**src/rtl/display_scanner.sv**
```systemverilog
// -----------------------------------------------------------------------------
// display_scanner
//
// Multiplexed driver for a 4-digit, 7-segment display. Each digit receives an
// equal time slot. The slot opens with a short blanking window, where every
// anode is off, to stop ghosting from the previous digit. After that window the
// selected digit is driven. New digit values wait in a pending register. They
// are transferred to the visible display register only at a frame boundary, so
// a frame never mixes old and new values.
//
// Parameters
//   CLOCK_FREQ   clk frequency in Hz
//   SCAN_HZ      full 4-digit frame refresh rate in Hz
//   BLANK_CYCLES blank cycles at the start of each digit slot
//
// Ports
//   clk       system clock
//   rst_n     asynchronous active-low reset
//   digits    four BCD digits, [3:0] = digit 0 (rightmost) .. [15:12] = digit 3
//   load      single-cycle strobe that captures digits into the pending register
//   blank_lz  leading-zero blanking enable (sampled live)
//   dp_mask   decimal-point enable per digit (sampled live)
//   seg       active-high segments, seg[0]=a .. seg[6]=g (registered)
//   an        active-low digit enables (registered)
//   dp        active-high decimal point for the selected digit (registered)
// -----------------------------------------------------------------------------
module display_scanner #(
    parameter int CLOCK_FREQ   = 10_000,
    parameter int SCAN_HZ      = 250,
    parameter int BLANK_CYCLES = 2
) (
    input  logic        clk,
    input  logic        rst_n,
    input  logic [15:0] digits,
    input  logic        load,
    input  logic        blank_lz,
    input  logic [3:0]  dp_mask,
    output logic [6:0]  seg,
    output logic [3:0]  an,
    output logic        dp
);

    localparam int SLOT  = CLOCK_FREQ / (SCAN_HZ * 4);
    localparam int CNT_W = (SLOT > 1) ? $clog2(SLOT) : 1;

    localparam logic [CNT_W-1:0] LAST_CNT  = CNT_W'(SLOT - 1);
    localparam logic [CNT_W-1:0] BLANK_CNT = CNT_W'(BLANK_CYCLES);

    // A slot must hold the whole blank window plus at least one drive cycle.
    if (SLOT < BLANK_CYCLES + 1) begin : g_slot_check
        $error("display_scanner: slot of %0d cycles cannot hold %0d blank cycles plus a drive cycle",
               SLOT, BLANK_CYCLES);
    end

    typedef enum logic {
        BLANK = 1'b0,
        DRIVE = 1'b1
    } state_t;

    logic [CNT_W-1:0] cnt_q, cnt_d;
    logic [1:0]       digit_q, digit_d;
    state_t           state_q, state_d;
    logic [15:0]      display_q, display_d;
    logic [15:0]      pend_q, pend_d;
    logic             pend_valid_q, pend_valid_d;
    logic [6:0]       seg_q, seg_d;
    logic [3:0]       an_q, an_d;
    logic             dp_q, dp_d;

    logic             wrap;
    logic             commit;
    logic [3:0]       zero_nib;
    logic [3:0]       zero_from;
    logic             suppress;
    logic [3:0]       cur_code;

    // Active-high segment pattern, g..a. Non-decimal codes show a dash.
    function automatic logic [6:0] decode(input logic [3:0] code);
        logic [6:0] pattern;
        case (code)
            4'd0:    pattern = 7'h3F;
            4'd1:    pattern = 7'h06;
            4'd2:    pattern = 7'h5B;
            4'd3:    pattern = 7'h4F;
            4'd4:    pattern = 7'h66;
            4'd5:    pattern = 7'h6D;
            4'd6:    pattern = 7'h7D;
            4'd7:    pattern = 7'h07;
            4'd8:    pattern = 7'h7F;
            4'd9:    pattern = 7'h6F;
            default: pattern = 7'h40;
        endcase
        return pattern;
    endfunction

    // Slot timing, blank/drive sequencing and the pending-to-display transfer.
    // The commit happens on the wrap from digit 3 back to digit 0. At that
    // point the previous frame has fully finished.
    always_comb begin
        wrap         = (cnt_q == LAST_CNT);
        commit       = wrap && (digit_q == 2'd3);
        cnt_d        = wrap ? '0 : cnt_q + CNT_W'(1);
        digit_d      = wrap ? digit_q + 2'd1 : digit_q;
        state_d      = state_q;
        display_d    = display_q;
        pend_d       = pend_q;
        pend_valid_d = pend_valid_q;

        case (state_q)
            BLANK: if (cnt_d >= BLANK_CNT) state_d = DRIVE;
            DRIVE: if (wrap && (BLANK_CYCLES > 0)) state_d = BLANK;
            default: state_d = BLANK;
        endcase

        if (commit && pend_valid_q) begin
            display_d    = pend_q;
            pend_valid_d = 1'b0;
        end

        // When a load arrives on the commit edge, the older pending value is
        // committed above and this load becomes the new pending value.
        if (load) begin
            pend_d       = digits;
            pend_valid_d = 1'b1;
        end
    end

    // Output decode from the current state. Registering the result adds one
    // cycle of delay, and that delay is the same for every slot.
    // Leading-zero suppression applies to digit i (i >= 1) when that digit and
    // every digit above it are zero.
    always_comb begin
        zero_nib[0]  = (display_q[3:0]   == 4'd0);
        zero_nib[1]  = (display_q[7:4]   == 4'd0);
        zero_nib[2]  = (display_q[11:8]  == 4'd0);
        zero_nib[3]  = (display_q[15:12] == 4'd0);
        zero_from[3] = zero_nib[3];
        zero_from[2] = zero_nib[2] & zero_from[3];
        zero_from[1] = zero_nib[1] & zero_from[2];
        zero_from[0] = zero_nib[0] & zero_from[1];
        suppress     = blank_lz && (digit_q != 2'd0) && zero_from[digit_q];
        cur_code     = display_q[{digit_q, 2'b00} +: 4];

        seg_d = 7'h00;
        an_d  = 4'hF;
        dp_d  = 1'b0;

        if ((state_q == DRIVE) && !suppress) begin
            seg_d = decode(cur_code);
            an_d  = ~(4'b0001 << digit_q);
            dp_d  = dp_mask[digit_q];
        end
    end

    // State, datapath and output registers.
    always_ff @(posedge clk or negedge rst_n) begin
        if (!rst_n) begin
            cnt_q        <= '0;
            digit_q      <= 2'd0;
            state_q      <= BLANK;
            display_q    <= 16'h0000;
            pend_q       <= 16'h0000;
            pend_valid_q <= 1'b0;
            seg_q        <= 7'h00;
            an_q         <= 4'hF;
            dp_q         <= 1'b0;
        end else begin
            cnt_q        <= cnt_d;
            digit_q      <= digit_d;
            state_q      <= state_d;
            display_q    <= display_d;
            pend_q       <= pend_d;
            pend_valid_q <= pend_valid_d;
            seg_q        <= seg_d;
            an_q         <= an_d;
            dp_q         <= dp_d;
        end
    end

    assign seg = seg_q;
    assign an  = an_q;
    assign dp  = dp_q;

endmodule

```
**config.mk**
```make
export PLATFORM = sky130hd
export DESIGN_NAME = display_scanner
export DESIGN_NICKNAME = d
export VERILOG_FILES = /design/src/rtl/display_scanner.sv
export SDC_FILE = /design/constraint.sdc
export NUM_CORES = 1
export LEC_CHECK = 0
export CAP_MARGIN = 40
export CELL_PAD_IN_SITES_DETAIL_PLACEMENT = 0
export CELL_PAD_IN_SITES_GLOBAL_PLACEMENT = 1
export CORE_ASPECT_RATIO = 0.75
export CORE_MARGIN = 2
export CORE_UTILIZATION = 39
export CTS_CLUSTER_DIAMETER = 80
export DETAILED_ROUTE_END_ITERATION = 8
export GPL_TIMING_DRIVEN = 0
export PLACE_DENSITY_LB_ADDON = 0.3
export SLEW_MARGIN = 10
export SYNTH_ARGS = -nofsm -noshare
export SYNTH_HDL_FRONTEND = slang
export SYNTH_SLANG_ARGS = --single-unit
```
**constraint.sdc**
```tcl
create_clock -name clk -period 2.1 [get_ports clk]
set_input_delay 0.42 -clock clk [delete_from_list [all_inputs] [get_ports clk]]
set_output_delay 0.42 -clock clk [all_outputs]
set_load 0.02 [all_outputs]
```
# Word level (Yosys, flattened, before mapping)
# Memories as Yosys holds them, arrays and structs flattened.
# Index checks and enable logic that the tools add are counted.
totals:
  regBits: 52
  rom_bits: 112
  mem_count: 1
op_classes:
  n_addsub: 2
  magnitude_cmp: 2
  eq_ne: 2
  n_shift: 2
  muxes: 13
  bitwise: 5
  reduce_logical: 12
memory_table:
  columns: ["name", "depth", "width", "read_ports", "rd_ports_with_merged_regs", "wr", "line", "source"]
  rows:
  - ["(name not given)", 16, 7, 1, 0, 0, "80", "case (code)"]
op_table:
  columns: ["op", "count"]
  rows:
  - ["$logic_not A4 Y1", 4]
  - ["$shiftx A16 B5 Y4", 1]
  - ["$mux W4", 2]
  - ["$mux W1", 7]
  - ["$mux W7", 1]
  - ["$logic_and A1 B1 Y1", 5]
  - ["$add A4 B1 Y4 const B", 1]
  - ["$bmux W1 S2", 2]
  - ["$eq A4 B4 Y1 const B", 1]
  - ["$ge A4 B2 Y1 const B", 1]
  - ["$not A4 Y4", 1]
  - ["$reduce_bool A2 Y1", 2]
  - ["$shl A1 B2 Y4 const A", 1]
  - ["$and A1 B1 Y1", 3]
  - ["$lt A2 B3 Y1 const B", 1]
  - ["$add A2 B1 Y2 const B", 1]
  - ["$eq A2 B2 Y1 const B", 1]
  - ["$pmux W1 S2", 1]
  - ["$logic_not A1 Y1", 1]
  - ["$not A1 Y1", 1]

# Longest topological paths before layout
depth:
  word_depth: 10
  ltp_mapped: 8
  mapped_depth_nobuf: 7

# Least setup slack after synthesis
# OpenSTA, ideal clock, no wires.
synth_timing:
  path_type: "flip-flop to flip-flop"
  startpoint: "reg digit_q[1]"
  endpoint: "reg seg_q[5] (netlist: seg[5])"
  t_arrival_ns: 1.953
  required_ns: 2.013
  path_slack_ns: 0.060
  path_stages_with_launch: 8
  synth_period_minus_slack_ns: 2.040
  path_cell_list: "dfrtp_1 > bufbuf_16 > mux4_1 > inv_1 > ha_1 > nor2_1 > a211o_1 > a211oi_2"
synth_via:
  elab_chain_cells: 6
synth_lines:
  columns: ["element", "line", "source"]
  rows:
  - ["start: declaration", "61", "logic [1:0] digit_q, digit_d;"]
  - ["start signal: assignment", "169", "digit_q <= digit_d;"]
  - ["parallel branches: the longest is 5 deep, another holds $mem_v2 Z16 W7", null, null]
  - ["$mux W7 *", "148", "if ((state_q == DRIVE) && !suppress) begin"]
  - ["named net seg_d[5]", "66", "logic [6:0] seg_q, seg_d;"]
  - ["end signal: assignment", "174", "seg_q <= seg_d;"]
  - ["end: declaration", "66", null]
# Mark *: on every way through the listed nets, which the timed path passes. The select of a mux whose other input is x is not followed.
# A chain may end at the register's enable or synchronous reset.

# Final worst setup path
# Same ends and word-level chain as after synthesis.

==> impl_metrics.ini <==
[logic_synthesis]
yosys-top-cells-count = dfrtp_1 (48), mux2_2 (32), inv_1 (9)
synthArstFlopShare_pct = 100
synth_cell_type_count = 37
ys_seq_area_share_pct = 54.7
synth_area_um2 = 2390
synth-edff-count = 0
yosys_warnings = 0
avgSynthCellArea_um2 = 13.6
synth_top_area_share_pct = 50.3
synth_flop_cell = dfrtp_1
synth_area_leader_cell = dfrtp_1
synth_nets = 207
ys_ff_latch = 52
synth_cells = 175
synth.most_common_cell = dfrtp_1
synthTopCellsByArea = dfrtp_1 (50%), mux2_2 (15%), dfstp_2 (4.4%)

[global_route]
use_met2_pct = 21.0
grt-busiest-layer = met2
grt_antenna_before_repair = 0
track_usage_pct = 13.7
use_met1_pct = 19.2
grt_pass1_vias = 1452
grt_pass1_wl_um = 7080
grt_overflow_total = 0
grt_use_met3_pct = 3.58
grt_max_degree = 35

[clock_tree]
clockRootBuffer = clkbuf_8
cts.htree.levels = 2
clockBufferDepth = 2
cts.sinks = 52
path_clk_slew_ps = 100
clk_latency_ps = 300
tritoncts = built
numCtsBuffers = 5

[placed_design]
gp_congestion = 0.781
placed_area_um2 = 2840
pre_cts_ws_ps = -197
dp.cells = 288
hpwlAfterDp_um = 3140
port_buffers = 34

[worst_setup_path]
cp-start-kind = flip-flop
worstPathRequired_ps = 2310
worstPathArrival_ps = 2230
critPathMaxFanout = 7
cp-end-kind = flip-flop
worstSetupPathType = flip-flop to flip-flop

[sta]
fin_crit_ps = 2020
fin_ws_ps = 81.0
slew_violations = 0
tns_ps = 0
hold_violations = 0
setup_violations = 0
min_period_over_period_pct = 96.1
clock_skew_ps = 7.09
slew_headroom_pct = 64.3
worst_slew_pin_slew_ps = 536
fmaxAchievable_mhz = 495

[die]
core_um2 = 5860
fp.dieH_um = 71.8
initial_core_util_pct = 40.8
die-area_um2 = 6770
die_width_um = 94.3
pin_count = 36
rows = 24

[power_and_ir_drop]
power.leakage_nw = 1.27
intPower_mw = 1.86
swShare_pct = 21.4
pwr-share-clk_pct = 38.8
ir_worst_vdd_mv = 0.323
seqPwrFrac_pct = 47.9
cellPowerDensity_nw_per_um2 = 779
p_switching_mw = 0.506
power_frac_comb_pct = 13.4

[min_path]
hold_class = primary input to async pin

[routing]
viasPerCell = 4.84
dr.pass1.iters = 4
drc_errors = 0
dr.first_iter.drc_count = 44
wl_per_cell_um = 14.0
antenna_left = 0
routed_wl_um = 4210
dr_total_vias = 1457

[layout]
n_antenna_cell = 0
stdcell_count = 301
drive_gt1_share_pct = 30.9
area.growth.synth_to_final_pct = 27.4
design_area_um2 = 3040
nNetsFinal = 254
fill_cells = 544

[run_status]
status = completed

[flow_run]
cap_violations = 0
[sequential cells by signal, summed over array words and instances (netlist names)]
register      count
display_q        16
dp                1
state_q           1
digit_q           2
pend_q           16
seg               7
an                4
pend_valid_q      1
cnt_q             4
[per-stage QoR]
stage | utilization, % | total power, mW | hold WS, ps
finish | 51.9 | 2.37 | 47.2
global route | 51.9 | 2.48 | 72.8
CTS | 51.6 | 2.39 | 58.2
detailed placement | 48.5 | 1.47 | 388
global placement | 48.2 | 1.45 | 479
floorplan | - | 1.31 | 124
[kinds of logic after synthesis]
kind of cell | Yosys count | synth area share (%)
AOI/OAI and AO/OA | 20 | 5.24
buffers and inverters | 19 | 4.93
DFF | 52 | 54.7
and+or+nand+nor | 35 | 9.22
xor gates and xnor gates | 2 | 0.734
muxes | 39 | 21.0
adders and majority gates | 8 | 4.19
[metal layers]
| metal | up-vias | wire length (um) |
|---|---|---|
| met5 | - | 0 |
| li1 | 711 | - |
| met2 | 25 | 1950 |
| met4 | 0 | 42 |
| met1 | 716 | 2070 |
| met3 | 5 | 150 |
[layout by cell type (no fill, tap or decap), types with 6 or more instances in the layout]
cell type | Yosys | routed
dfrtp_1 | 48 | 48
clkdlybuf4s50_1 | 0 | 33
mux2_2 | 32 | 32
inv_1 | 9 | 7
ha_1 | 8 | 7
nor2_1 | 6 | 6
nand2_1 | 6 | 6
o21ai_0 | 6 | 6
nor3b_1 | 6 | 6
[worst max-delay path, stage by stage (launching register included)]
cell,delay [ps]
dfrtp_1,400
clkbuf_16,160
mux4_2,550
inv_2,90
ha_2,190
nor2_1,50
a211o_1,260
a211oi_2,230
[layout make-up]
| cell class | instances | area (um2) | area share (%) |
|---|---|---|---|
| Buffer | 9 | 76.3 | 2.51 |
| Clock inverter | 3 | 90.1 | 2.96 |
| Tap cell | 78 | 97.6 | 3.21 |
| Multi-Input combinational cell | 104 | 967 | 31.8 |
| Inverter | 10 | 37.5 | 1.23 |
| Timing Repair Buffer | 40 | 397 | 13.0 |
| Sequential cell | 52 | 1310 | 43.0 |
| Clock buffer | 5 | 68.8 | 2.26 |
[timing repair]
action	CTS	global route
pin swaps	0	2
hold buffers	0	0
resized for setup	4	6
buffers inserted	2	3
setup endpoints to repair	11	11
[power groups by stage]
stage | Sequential (mW) | Clock [mW] | Combinational (mW)
2_1_floorplan | 1.17 | 0 | 0.147
3_3_place_gp | 1.15 | 0 | 0.301
3_5_place_dp | 1.15 | 0 | 0.311
4_1_cts | 1.14 | 0.940 | 0.315
5_1_grt | 1.15 | 0.982 | 0.347
6_report | 1.13 | 0.918 | 0.316
[path summary, 6_finish.rpt]
check | start | depth (start not counted) | to | slack, ps
worst max-delay path | digit_q[1] | 7 | seg[5] | 80
worst min-delay path | rst_n | 1 | display_q[1] | 50
worst max register to register | digit_q[1] | 7 | seg[5] | 80
worst min register to register | pend_q[5] | 1 | pend_q[5] | 510
max in group asynchronous | rst_n | 2 | display_q[7] | 1540
min in group clk | pend_q[5] | 1 | pend_q[5] | 510
(Power assumes the default switching activity.)
